**src/rtl/ro_puf_pkg.sv**
```systemverilog
// rtl/ro_puf_pkg.sv - shared state encoding and default constants for the RO PUF controller
package ro_puf_pkg;

    // Measurement sequence: oscillators run through SETTLE and COUNT only.
    typedef enum logic [2:0] {
        IDLE    = 3'd0,
        SETTLE  = 3'd1,
        COUNT   = 3'd2,
        COMPARE = 3'd3,
        DONE    = 3'd4
    } state_e;

    localparam int CNT_W_DEF         = 16;
    localparam int WINDOW_CYCLES_DEF = 4096;
    localparam int SETTLE_CYCLES_DEF = 8;

endpackage

```
**src/rtl/ro_edge_counter.sv**
```systemverilog
// rtl/ro_edge_counter.sv - 2-FF synchronizer, rising-edge detector and saturating edge counter
//
// Ports:
//   clk, rst  - clock, asynchronous active-high reset
//   ro_in     - oscillator sample (asynchronous to clk)
//   clr       - synchronous clear of the count
//   cnt_en    - count detected rising edges while high
//   cnt       - current count, saturates at all-ones
module ro_edge_counter #(
    parameter int CNT_W = 16
) (
    input  logic             clk,
    input  logic             rst,
    input  logic             ro_in,
    input  logic             clr,
    input  logic             cnt_en,
    output logic [CNT_W-1:0] cnt
);

    logic [1:0]       sync_q, sync_d;
    logic             prev_q, prev_d;
    logic [CNT_W-1:0] cnt_q, cnt_d;

    // The synchronizer and edge history run continuously so that by the time
    // counting is enabled the pipeline holds clean, settled samples.
    always_comb begin
        sync_d = {sync_q[0], ro_in};
        prev_d = sync_q[1];
        cnt_d  = cnt_q;
        if (clr) begin
            cnt_d = '0;
        end else if (cnt_en && sync_q[1] && !prev_q && (cnt_q != '1)) begin
            cnt_d = cnt_q + 1'b1;
        end
    end

    always_ff @(posedge clk or posedge rst) begin
        if (rst) begin
            sync_q <= '0;
            prev_q <= 1'b0;
            cnt_q  <= '0;
        end else begin
            sync_q <= sync_d;
            prev_q <= prev_d;
            cnt_q  <= cnt_d;
        end
    end

    assign cnt = cnt_q;

endmodule

```
**src/rtl/ro_puf_ctrl.sv**
```systemverilog
// rtl/ro_puf_ctrl.sv - RO PUF sequencer: selects an oscillator pair, counts edges, emits a response bit
//
// Ports:
//   clk, reset          - clock, asynchronous active-high reset
//   start, sel_a, sel_b - measurement request and oscillator pair (sampled in IDLE)
//   ro_en               - oscillator enables, one-hot pair or zero
//   ro_out              - raw oscillator outputs (asynchronous)
//   busy                - measurement in progress
//   resp_valid          - one-cycle pulse, response fields valid
//   resp_bit/tie/err    - response: A faster / counts equal or saturated / bad selection
//   dbg_cnt_a/b         - final counts, present only when RO_PUF_CNT_DBG_EN is defined
module ro_puf_ctrl
    import ro_puf_pkg::*;
#(
    parameter int NUM_RO        = 16,
    parameter int IDX_W         = $clog2(NUM_RO),
    parameter int CNT_W         = CNT_W_DEF,
    parameter int WINDOW_CYCLES = WINDOW_CYCLES_DEF,
    parameter int SETTLE_CYCLES = SETTLE_CYCLES_DEF
) (
    input  logic              clk,
    input  logic              reset,
    input  logic              start,
    input  logic [IDX_W-1:0]  sel_a,
    input  logic [IDX_W-1:0]  sel_b,
    output logic [NUM_RO-1:0] ro_en,
    input  logic [NUM_RO-1:0] ro_out,
    output logic              busy,
    output logic              resp_valid,
    output logic              resp_bit,
    output logic              resp_tie,
    output logic              resp_err
`ifdef RO_PUF_CNT_DBG_EN
    ,
    output logic [CNT_W-1:0]  dbg_cnt_a,
    output logic [CNT_W-1:0]  dbg_cnt_b
`endif
);

    localparam logic [31:0] NUM_RO_U = 32'(NUM_RO);

    state_e            state_q, state_d;
    logic [31:0]       timer_q, timer_d;
    logic [IDX_W-1:0]  sel_a_q, sel_a_d;
    logic [IDX_W-1:0]  sel_b_q, sel_b_d;
    logic [NUM_RO-1:0] ro_en_q, ro_en_d;
    logic              resp_bit_q, resp_bit_d;
    logic              resp_tie_q, resp_tie_d;
    logic              resp_err_q, resp_err_d;
    logic              mux_a_q, mux_a_d;
    logic              mux_b_q, mux_b_d;

    logic [NUM_RO-1:0] pair_mask;
    logic              sel_ok;
    logic              cnt_clr;
    logic              cnt_en;
    logic              cmp_tie;
    logic [CNT_W-1:0]  cnt_a;
    logic [CNT_W-1:0]  cnt_b;

    // Enable mask and validity of the requested pair, from the raw inputs so
    // the enables can be registered on the accepting edge.
    always_comb begin
        pair_mask = '0;
        for (int i = 0; i < NUM_RO; i++) begin
            pair_mask[i] = (IDX_W'(i) == sel_a) || (IDX_W'(i) == sel_b);
        end
        sel_ok = (sel_a != sel_b) && (32'(sel_a) < NUM_RO_U) && (32'(sel_b) < NUM_RO_U);
    end

    // Registered oscillator muxes ahead of the per-channel synchronizers.
    always_comb begin
        mux_a_d = 1'b0;
        mux_b_d = 1'b0;
        for (int i = 0; i < NUM_RO; i++) begin
            if (IDX_W'(i) == sel_a_q) mux_a_d = ro_out[i];
            if (IDX_W'(i) == sel_b_q) mux_b_d = ro_out[i];
        end
    end

    // A saturated counter no longer reflects relative frequency, so it is
    // reported as a tie rather than a possibly wrong ordering.
    assign cmp_tie = (cnt_a == cnt_b) || (&cnt_a) || (&cnt_b);

    always_comb begin
        state_d    = state_q;
        timer_d    = timer_q;
        sel_a_d    = sel_a_q;
        sel_b_d    = sel_b_q;
        ro_en_d    = ro_en_q;
        resp_bit_d = resp_bit_q;
        resp_tie_d = resp_tie_q;
        resp_err_d = resp_err_q;
        cnt_clr    = 1'b0;
        cnt_en     = 1'b0;
        unique case (state_q)
            IDLE: begin
                if (start) begin
                    sel_a_d    = sel_a;
                    sel_b_d    = sel_b;
                    resp_bit_d = 1'b0;
                    resp_tie_d = 1'b0;
                    if (sel_ok) begin
                        state_d    = SETTLE;
                        timer_d    = 32'(SETTLE_CYCLES - 1);
                        ro_en_d    = pair_mask;
                        resp_err_d = 1'b0;
                    end else begin
                        state_d    = DONE;
                        resp_err_d = 1'b1;
                    end
                end
            end
            SETTLE: begin
                cnt_clr = 1'b1;
                if (timer_q == '0) begin
                    state_d = COUNT;
                    timer_d = 32'(WINDOW_CYCLES - 1);
                end else begin
                    timer_d = timer_q - 32'd1;
                end
            end
            COUNT: begin
                cnt_en = 1'b1;
                if (timer_q == '0) begin
                    state_d = COMPARE;
                    ro_en_d = '0;
                end else begin
                    timer_d = timer_q - 32'd1;
                end
            end
            COMPARE: begin
                resp_bit_d = !cmp_tie && (cnt_a > cnt_b);
                resp_tie_d = cmp_tie;
                resp_err_d = 1'b0;
                state_d    = DONE;
            end
            DONE: begin
                state_d = IDLE;
            end
            default: begin
                state_d = IDLE;
                ro_en_d = '0;
            end
        endcase
    end

    always_ff @(posedge clk or posedge reset) begin
        if (reset) begin
            state_q    <= IDLE;
            timer_q    <= '0;
            sel_a_q    <= '0;
            sel_b_q    <= '0;
            ro_en_q    <= '0;
            resp_bit_q <= 1'b0;
            resp_tie_q <= 1'b0;
            resp_err_q <= 1'b0;
            mux_a_q    <= 1'b0;
            mux_b_q    <= 1'b0;
        end else begin
            state_q    <= state_d;
            timer_q    <= timer_d;
            sel_a_q    <= sel_a_d;
            sel_b_q    <= sel_b_d;
            ro_en_q    <= ro_en_d;
            resp_bit_q <= resp_bit_d;
            resp_tie_q <= resp_tie_d;
            resp_err_q <= resp_err_d;
            mux_a_q    <= mux_a_d;
            mux_b_q    <= mux_b_d;
        end
    end

    ro_edge_counter #(.CNT_W(CNT_W)) u_cnt_a (
        .clk    (clk),
        .rst    (reset),
        .ro_in  (mux_a_q),
        .clr    (cnt_clr),
        .cnt_en (cnt_en),
        .cnt    (cnt_a)
    );

    ro_edge_counter #(.CNT_W(CNT_W)) u_cnt_b (
        .clk    (clk),
        .rst    (reset),
        .ro_in  (mux_b_q),
        .clr    (cnt_clr),
        .cnt_en (cnt_en),
        .cnt    (cnt_b)
    );

`ifdef RO_PUF_CNT_DBG_EN
    logic [CNT_W-1:0] dbg_a_q, dbg_a_d;
    logic [CNT_W-1:0] dbg_b_q, dbg_b_d;

    always_comb begin
        dbg_a_d = dbg_a_q;
        dbg_b_d = dbg_b_q;
        if (state_q == IDLE && start) begin
            dbg_a_d = '0;
            dbg_b_d = '0;
        end else if (state_q == COMPARE) begin
            dbg_a_d = cnt_a;
            dbg_b_d = cnt_b;
        end
    end

    always_ff @(posedge clk or posedge reset) begin
        if (reset) begin
            dbg_a_q <= '0;
            dbg_b_q <= '0;
        end else begin
            dbg_a_q <= dbg_a_d;
            dbg_b_q <= dbg_b_d;
        end
    end

    assign dbg_cnt_a = dbg_a_q;
    assign dbg_cnt_b = dbg_b_q;
`endif

    assign ro_en      = ro_en_q;
    assign busy       = (state_q != IDLE);
    assign resp_valid = (state_q == DONE);
    assign resp_bit   = resp_bit_q;
    assign resp_tie   = resp_tie_q;
    assign resp_err   = resp_err_q;

endmodule

```
**config.mk**
```make
export PLATFORM = sky130hd
export DESIGN_NAME = ro_puf_ctrl
export DESIGN_NICKNAME = d
export VERILOG_FILES = /design/src/rtl/ro_puf_pkg.sv /design/src/rtl/ro_edge_counter.sv /design/src/rtl/ro_puf_ctrl.sv
export SDC_FILE = /design/constraint.sdc
export NUM_CORES = 1
export LEC_CHECK = 0
export BUFFER_PORTS_ARGS = -buffer_cell sky130_fd_sc_hd__buf_2
export CAP_MARGIN = 20
export CELL_PAD_IN_SITES_DETAIL_PLACEMENT = 0
export CELL_PAD_IN_SITES_GLOBAL_PLACEMENT = 1
export CORE_ASPECT_RATIO = 1.1
export CORE_MARGIN = 5
export CORE_UTILIZATION = 50
export CTS_CLUSTER_DIAMETER = 30
export DETAILED_ROUTE_END_ITERATION = 6
export PLACE_DENSITY_LB_ADDON = 0.1
export SLEW_MARGIN = 0
export SYNTH_ARGS = -nofsm -noshare
export SYNTH_HDL_FRONTEND = slang
export SYNTH_SLANG_ARGS = --single-unit
```
**constraint.sdc**
```tcl
create_clock -name clk -period 6.61 [get_ports clk]
set_clock_uncertainty 0.2 [all_clocks]
set_input_delay 0.3305 -clock clk [delete_from_list [all_inputs] [get_ports clk]]
set_output_delay 0.3305 -clock clk [all_outputs]
set_load 0.005 [all_outputs]
```
**Yosys cells after proc, flatten, opt, wreduce, memory -nomap -nowiden**

Index checks and enable logic that the tools add are counted.
W data, S select, Z words.

- Logic and storage cells: 199
- Output and inout port bits: 21
- Bits in writable memories: 0
- Register bits after elaboration: 102
- Bits in latches: 0
- Memory bits (read-only): 0
- Memories: 0

- Add/sub/neg operators: 3
- Equal/unequal tests: 73
- Mux-type cells: 58
- Multiply operators: 0
- Shift operators: 0
- Bitwise logic cells: 1
- Magnitude comparators: 1
- Divide/modulo/power cells: 0
- Reductions and logical operators: 47

Operator list:

| kind | number |
|---|---|
| $eq A4 B4 Y1 const A | 32 |
| $mux W32 | 4 |
| $mux W16 | 7 |
| $pmux W32 S3 | 1 |
| $eq A3 B4 Y1 const A | 16 |
| $pmux W16 S3 | 1 |
| $mux W1 | 37 |
| $add A16 B1 Y16 const B | 2 |
| $eq A2 B4 Y1 const A | 8 |
| $logic_not A32 Y1 | 1 |
| $ne A16 B16 Y1 const B | 2 |
| $reduce_and A16 Y1 | 2 |
| $sub A32 B1 Y32 const B | 1 |
| $logic_or A1 B1 Y1 | 18 |
| $eq A1 B4 Y1 const A | 4 |
| $eq A16 B16 Y1 | 1 |
| $gt A16 B16 Y1 | 1 |
| $logic_not A4 Y1 | 4 |
| $mux W3 | 4 |
| $pmux W3 S4 | 1 |
| $ne A2 B2 Y1 const B | 5 |
| $reduce_and A4 Y1 | 2 |
| $logic_and A1 B1 Y1 | 7 |
| $eq A3 B2 Y1 const B | 2 |
| other kinds (12) | 20 |

**Longest topological paths before layout**

- Word-level depth: 17
- Depth in mapped cells: 11
- Depth with buffers taken out: 8

**Modules after synthesis**

Synthesis repeated with hierarchy kept, for this count alone.

- Cells, all modules: 662
- Area, all modules: 6322.3 um2

Modules (own cells, without submodules):

| module | sequential area each (um2) | instances | cells an instance | area an instance (um2) |
|---|---|---|---|---|
| ro_puf_ctrl | 1601.5 | 1 | 460 | 4155.2 |
| ro_edge_counter | 475.5 | 2 | 101 | 1083.5 |

**Least setup slack after synthesis**

OpenSTA, ideal clock, no wires.

- Path kind: flip-flop to flip-flop
- Start point: register timer_q[25]
- End point: register timer_q[23]
- Arrival time: 2099 ps
- Buffers on the path: 1
- Setup slack: 4190 ps
- Setup time: 121 ps
- Period minus slack after synthesis: 2420 ps
- Cell stages (with the launch flop): 8
- Path through: dfrtp_1 -> or4_4 -> nor4b_4 -> nand4_4 -> buf_6 -> o2111ai_1 -> xor2_1 -> nor2_1

- Longest elaborated chain between the ends: 3

Ends and longest elaborated chain:

| element | RTL line | source |
|---|---|---|
| start, declared | ro_puf_ctrl.sv:43 | `logic [31:0] timer_q, timer_d;` |
| start signal, assigned | ro_puf_ctrl.sv:162 | `timer_q <= timer_d;` |
| $logic_not A32 Y1 (*) | ro_puf_ctrl.sv:116, ro_puf_ctrl.sv:125 |  |
| $mux W32 / $ne A2 B2 Y1 (equally long branches) | - |  |
| $pmux W32 S3 / $reduce_and A4 Y1 (equally long branches) | - |  |

Mark *: on every way between the ends. The rest lies on a longest branch, timed or not.
A chain may end at the register's enable or synchronous reset.

**Worst setup path after layout**

- Start point: register state_q[1]
- End point: register ro_en_q[7], in the netlist ro_en[7]

- Longest elaborated chain between the ends: 4

Ends and longest elaborated chain:

| element | RTL line | source |
|---|---|---|
| start, declared | ro_puf_ctrl.sv:42 | `state_e state_q, state_d;` |
| start signal, assigned | ro_puf_ctrl.sv:161 | `state_q <= state_d;` |
| $eq A3 B3 Y1, or another cell as far along | ro_puf_ctrl.sv:96 | `unique case (state_q)` |
| $reduce_or A3 Y1 (no line) | - |  |
| $not A1 Y1 (no line) | - |  |
| $reduce_and A4 Y1 (no line) | - |  |
| end signal, assigned | ro_puf_ctrl.sv:165 | `ro_en_q <= ro_en_d;` |
| end, declared | ro_puf_ctrl.sv:46 | `logic [NUM_RO-1:0] ro_en_q, ro_en_d;` |

Parallel ways exist; a longest one is shown, timed or not.

==> impl_metrics.csv <==
group,metric,value,unit
outcome,outcome,"finished, final reports clean",
hold_path,whs_path_depth,2,
route,drcViolationCount,0,
critical_path,critPathMaxFanout,32,
pwr,switching_share,32.60,%
clock_network,htree_levels,3,
route,routedWlPerCell,16.45,um
floorplan,ios,48,
synthesis,synth-edff-count,0,
place,placed_area,0.006257,mm2
route,via_per_inst,5.812,
route,first_pass_iters,4,
clock_network,post-cts-setup-buffer-count,0,
clock_network,cts_hold_buffers,1,
global_route,grt_max_degree,66,
synthesis,avgSynthCellArea,9.137,um2
critical_path,end_kind,"register",
synthesis,ys_seq_area_share,43.11,%
hold_path,hp-start,"ro_out[15]",
pwr,ir_drop,0.1785,mV
cells_and_area,nFillCells,1072,
synthesis,synth_area_leader_cell,"dfrtp_1",
cells_and_area,antennaDiodeCount,0,
cells_and_area,final_cell_area,0.006611,mm2
critical_path,reg2reg_slack,3.74,ns
synthesis,syn_inst,648,
synthesis,async_flop_share,100.0,%
floorplan,die_x,113.8,um
sta,setup_ws,3.736,ns
sta,fin_tns_setup,0,ns
cells_and_area,multi_input_area,0.003137,mm2
pwr,pwr-share-seq,44.8,%
synthesis,ys_top_cells_by_area,"dfrtp_1 43%, nor2_1 4.8%, o21ai_0 4.6%",
route,drt_wl_total,13840,um
pwr,fin_total_pwr,0.002094,W
pwr,p_comb_share,26.4,%
sta,setup_viol,0,
critical_path,critPathLaunchType,"register",
critical_path,ff2ff_path_depth,7,
pwr,p_leak,2.765,nW
route,num_vias,4888,
critical_path,crit_type,"reg -> reg",
floorplan,start_util,51.30,%
hold_path,hp-class,"in -> reg",
critical_path,r2r_start,"state_q[1]$_DFFE_PP0P_",
cells_and_area,fin_cells,841,
global_route,antenna_found_initial,1,
clock_network,cts_buffer_depth,2,
sta,hold_viol_final,0,
critical_path,cp_data_arrival_time,2.86,ns
floorplan,die_area,0.01412,mm2
global_route,grt_util_all_layers,20.86,%
cells_and_area,layout-drive-gt1-share,14.76,%
pwr,power_density,316.7,mW/mm2
cells_and_area,fin_nets,732,
clock_network,cts_sinks,102,
synthesis,ys_ff_latch,102,
synthesis,syn_nets,694,
place,io_buffer_count,47,
pwr,switching_power,0.0006828,W
clock_network,cts_tree,"yes",
floorplan,rows,41,
sta,drv_slew,0,
synthesis,synth_top_area_share,43.11,%
synthesis,netlist_area,0.005921,mm2
sta,period_share,43.48,%
hold_path,min_to,"mux_a_q$_DFF_PP0_",
sta,slew_headroom,30.66,%
global_route,overflow,0,
clock_network,cts_root_buf,"clkbuf_16",
run,cap_violations,0,
clock_network,numCtsBuffers,9,
pwr,power_frac_clock,28.9,%
sta,layout_min_cycle_time,2.874,ns
sta,worst_pin_slew,1.034,ns
clock_network,clk_pin_slew,0.07,ns
clock_network,post_cts_resized,0,
pwr,internal_power,0.001411,W
sta,rsz0062_at_grt,"no",
synthesis,yosysWarnings,0,
global_route,grt_pass1_vias,4901,
synthesis,synth_ff_type,"dfrtp_1",
clock_network,clk_latency,0.35,ns
sta,fmax,347.9,MHz
place,place_hpwl,10030,um
critical_path,required,6.60,ns
route,drtAntennaViolNets,0,
critical_path,reg2reg_to,"ro_en[7]$_DFFE_PP0P_",
synthesis,synth_cell_type_count,61,
global_route,grt_pass1_wl,23540,um
floorplan,die_h,124.1,um
cells_and_area,register_area,0.002552,mm2
place,place_inst,824,
critical_path,worstSetupStartpoint,"state_q[1]$_DFFE_PP0P_",
floorplan,core_area,0.01154,mm2
cells_and_area,areaGrowthSynthToFinish,11.67,%
route,drt_iter0_drc,345,
place,pre_cts_slack,3.743,ns
place,gp_congestion,0.8703,
==> registers in the layout, indices dropped and copies added (netlist names) <==
register        cells
mux_a_q             1
mux_b_q             1
resp_bit            1
resp_err            1
resp_tie            1
ro_en              16
sel_a_q             4
sel_b_q             4
state_q             3
timer_q            32
u_cnt_a.cnt        16
u_cnt_a.prev_q      1
u_cnt_a.sync_q      2
u_cnt_b.cnt        16
u_cnt_b.prev_q      1
u_cnt_b.sync_q      2
==> layout by cell type, fill, tap and decap left out, drive strengths merged, types with 5 or more instances in the layout <==
master and instances:
o31ai 5, nor4 13, mux4 6, nor3 20, nor2 76, nand2b 9, xor2 20, o21ai 55
ha 19, xnor2 20, dfrtp 102, nand4 15, nand2 70, nand3 16, mux2 9, inv 30
and3 7, o32ai 6, buf 51, o2111ai 5, o211ai 12, a21oi 32, or2 6, clkbuf 12
or4 8, o22ai 10, or3 14
==> Yosys cell counts, drive strengths merged, types with 2 or more instances <==
library cell	instances
mux4	6
and2	3
or4	8
a31oi	4
o211ai	12
ha	19
nor3	20
or2	6
nor4	13
mux2i	2
nand2b	9
a21oi	32
a211oi	2
clkbuf	13
dfrtp	102
xnor2	20
nand4	15
o2111ai	5
o32ai	6
or3	14
nor2	76
and3	7
xor2	20
nand2	70
inv	30
o22ai	10
nand3	16
mux2	9
o21a	4
o31ai	5
o21ai	55
buf	12
nand4b	2
nor2b	3
and4	2
==> kinds of logic (layout without fill, tap and decap cells) <==
logic type                 after synthesis  count (layout)  synth area share, %
and+or+nand+nor                        268             268                23.10
AOI/OAI and AO/OA                      147             147                15.53
DFF                                    102             102                43.11
buffers and inverters                   55              98                3.994
xor gates and xnor gates                40              40                5.917
adders and majority gates               19              19                4.015
muxes                                   17              17                4.332
==> metal layers <==
metal | up-vias | wire length, um | track usage (%)
met5 | - | 20 | 0
met4 | 2 | 241 | 7.814
met3 | 21 | 594 | 4.033
met2 | 97 | 6439 | 33.95
met1 | 2357 | 6541 | 27.78
li1 | 2411 | - | -
==> power groups by stage <==
stage               clock network (W)  logic (W)  registers [W]
floorplan                           0   0.000455       0.000892
global placement                    0   0.000539       0.000940
detailed placement                  0   0.000552       0.000948
CTS                          0.000618   0.000555       0.000938
global route                 0.000639   0.000626       0.000967
finish                       0.000604   0.000552       0.000938
==> layout make-up <==
class	instances	area share, %
Clock buffer	12	4.031
Clock inverter	4	1.173
Inverter	30	1.741
Multi-Input combinational cell	491	47.45
Sequential cell	102	38.61
Tap cell	150	2.839
Timing Repair Buffer	52	4.164
==> worst max-delay path: stages, from the launching register on <==
cell     delay, ns
dfrtp_1       0.49
or2_2         0.39
nor2_2        0.56
inv_1         0.12
nor2_1        0.19
and3b_1       0.48
nand2_1       0.17
o21ai_0       0.10
==> how the worst max path moves through the flow <==
stage / end / slack (ns)
finish: ro_en[7]$_DFFE_PP0P_ / 3.74
detailed placement: ro_en[7]$_DFFE_PP0P_ / 3.74
floorplan: mux_a_q$_DFF_PP0_ / 3.40
CTS: ro_en[7]$_DFFE_PP0P_ / 3.71
global placement: ro_en[4]$_DFFE_PP0P_ / 3.83
global route: ro_en[12]$_DFFE_PP0P_ / 3.43
==> metrics by stage <==
stage	hold WS, ns	util [%]
6_report	0.06346	57.28
5_1_grt	0.08443	57.28
4_1_cts	0.04217	57.28
3_5_place_dp	0.1411	54.21
3_3_place_gp	0.1331	54.21
2_1_floorplan	0.1312	-
No activity file was read; power rests on OpenSTA's default activity.
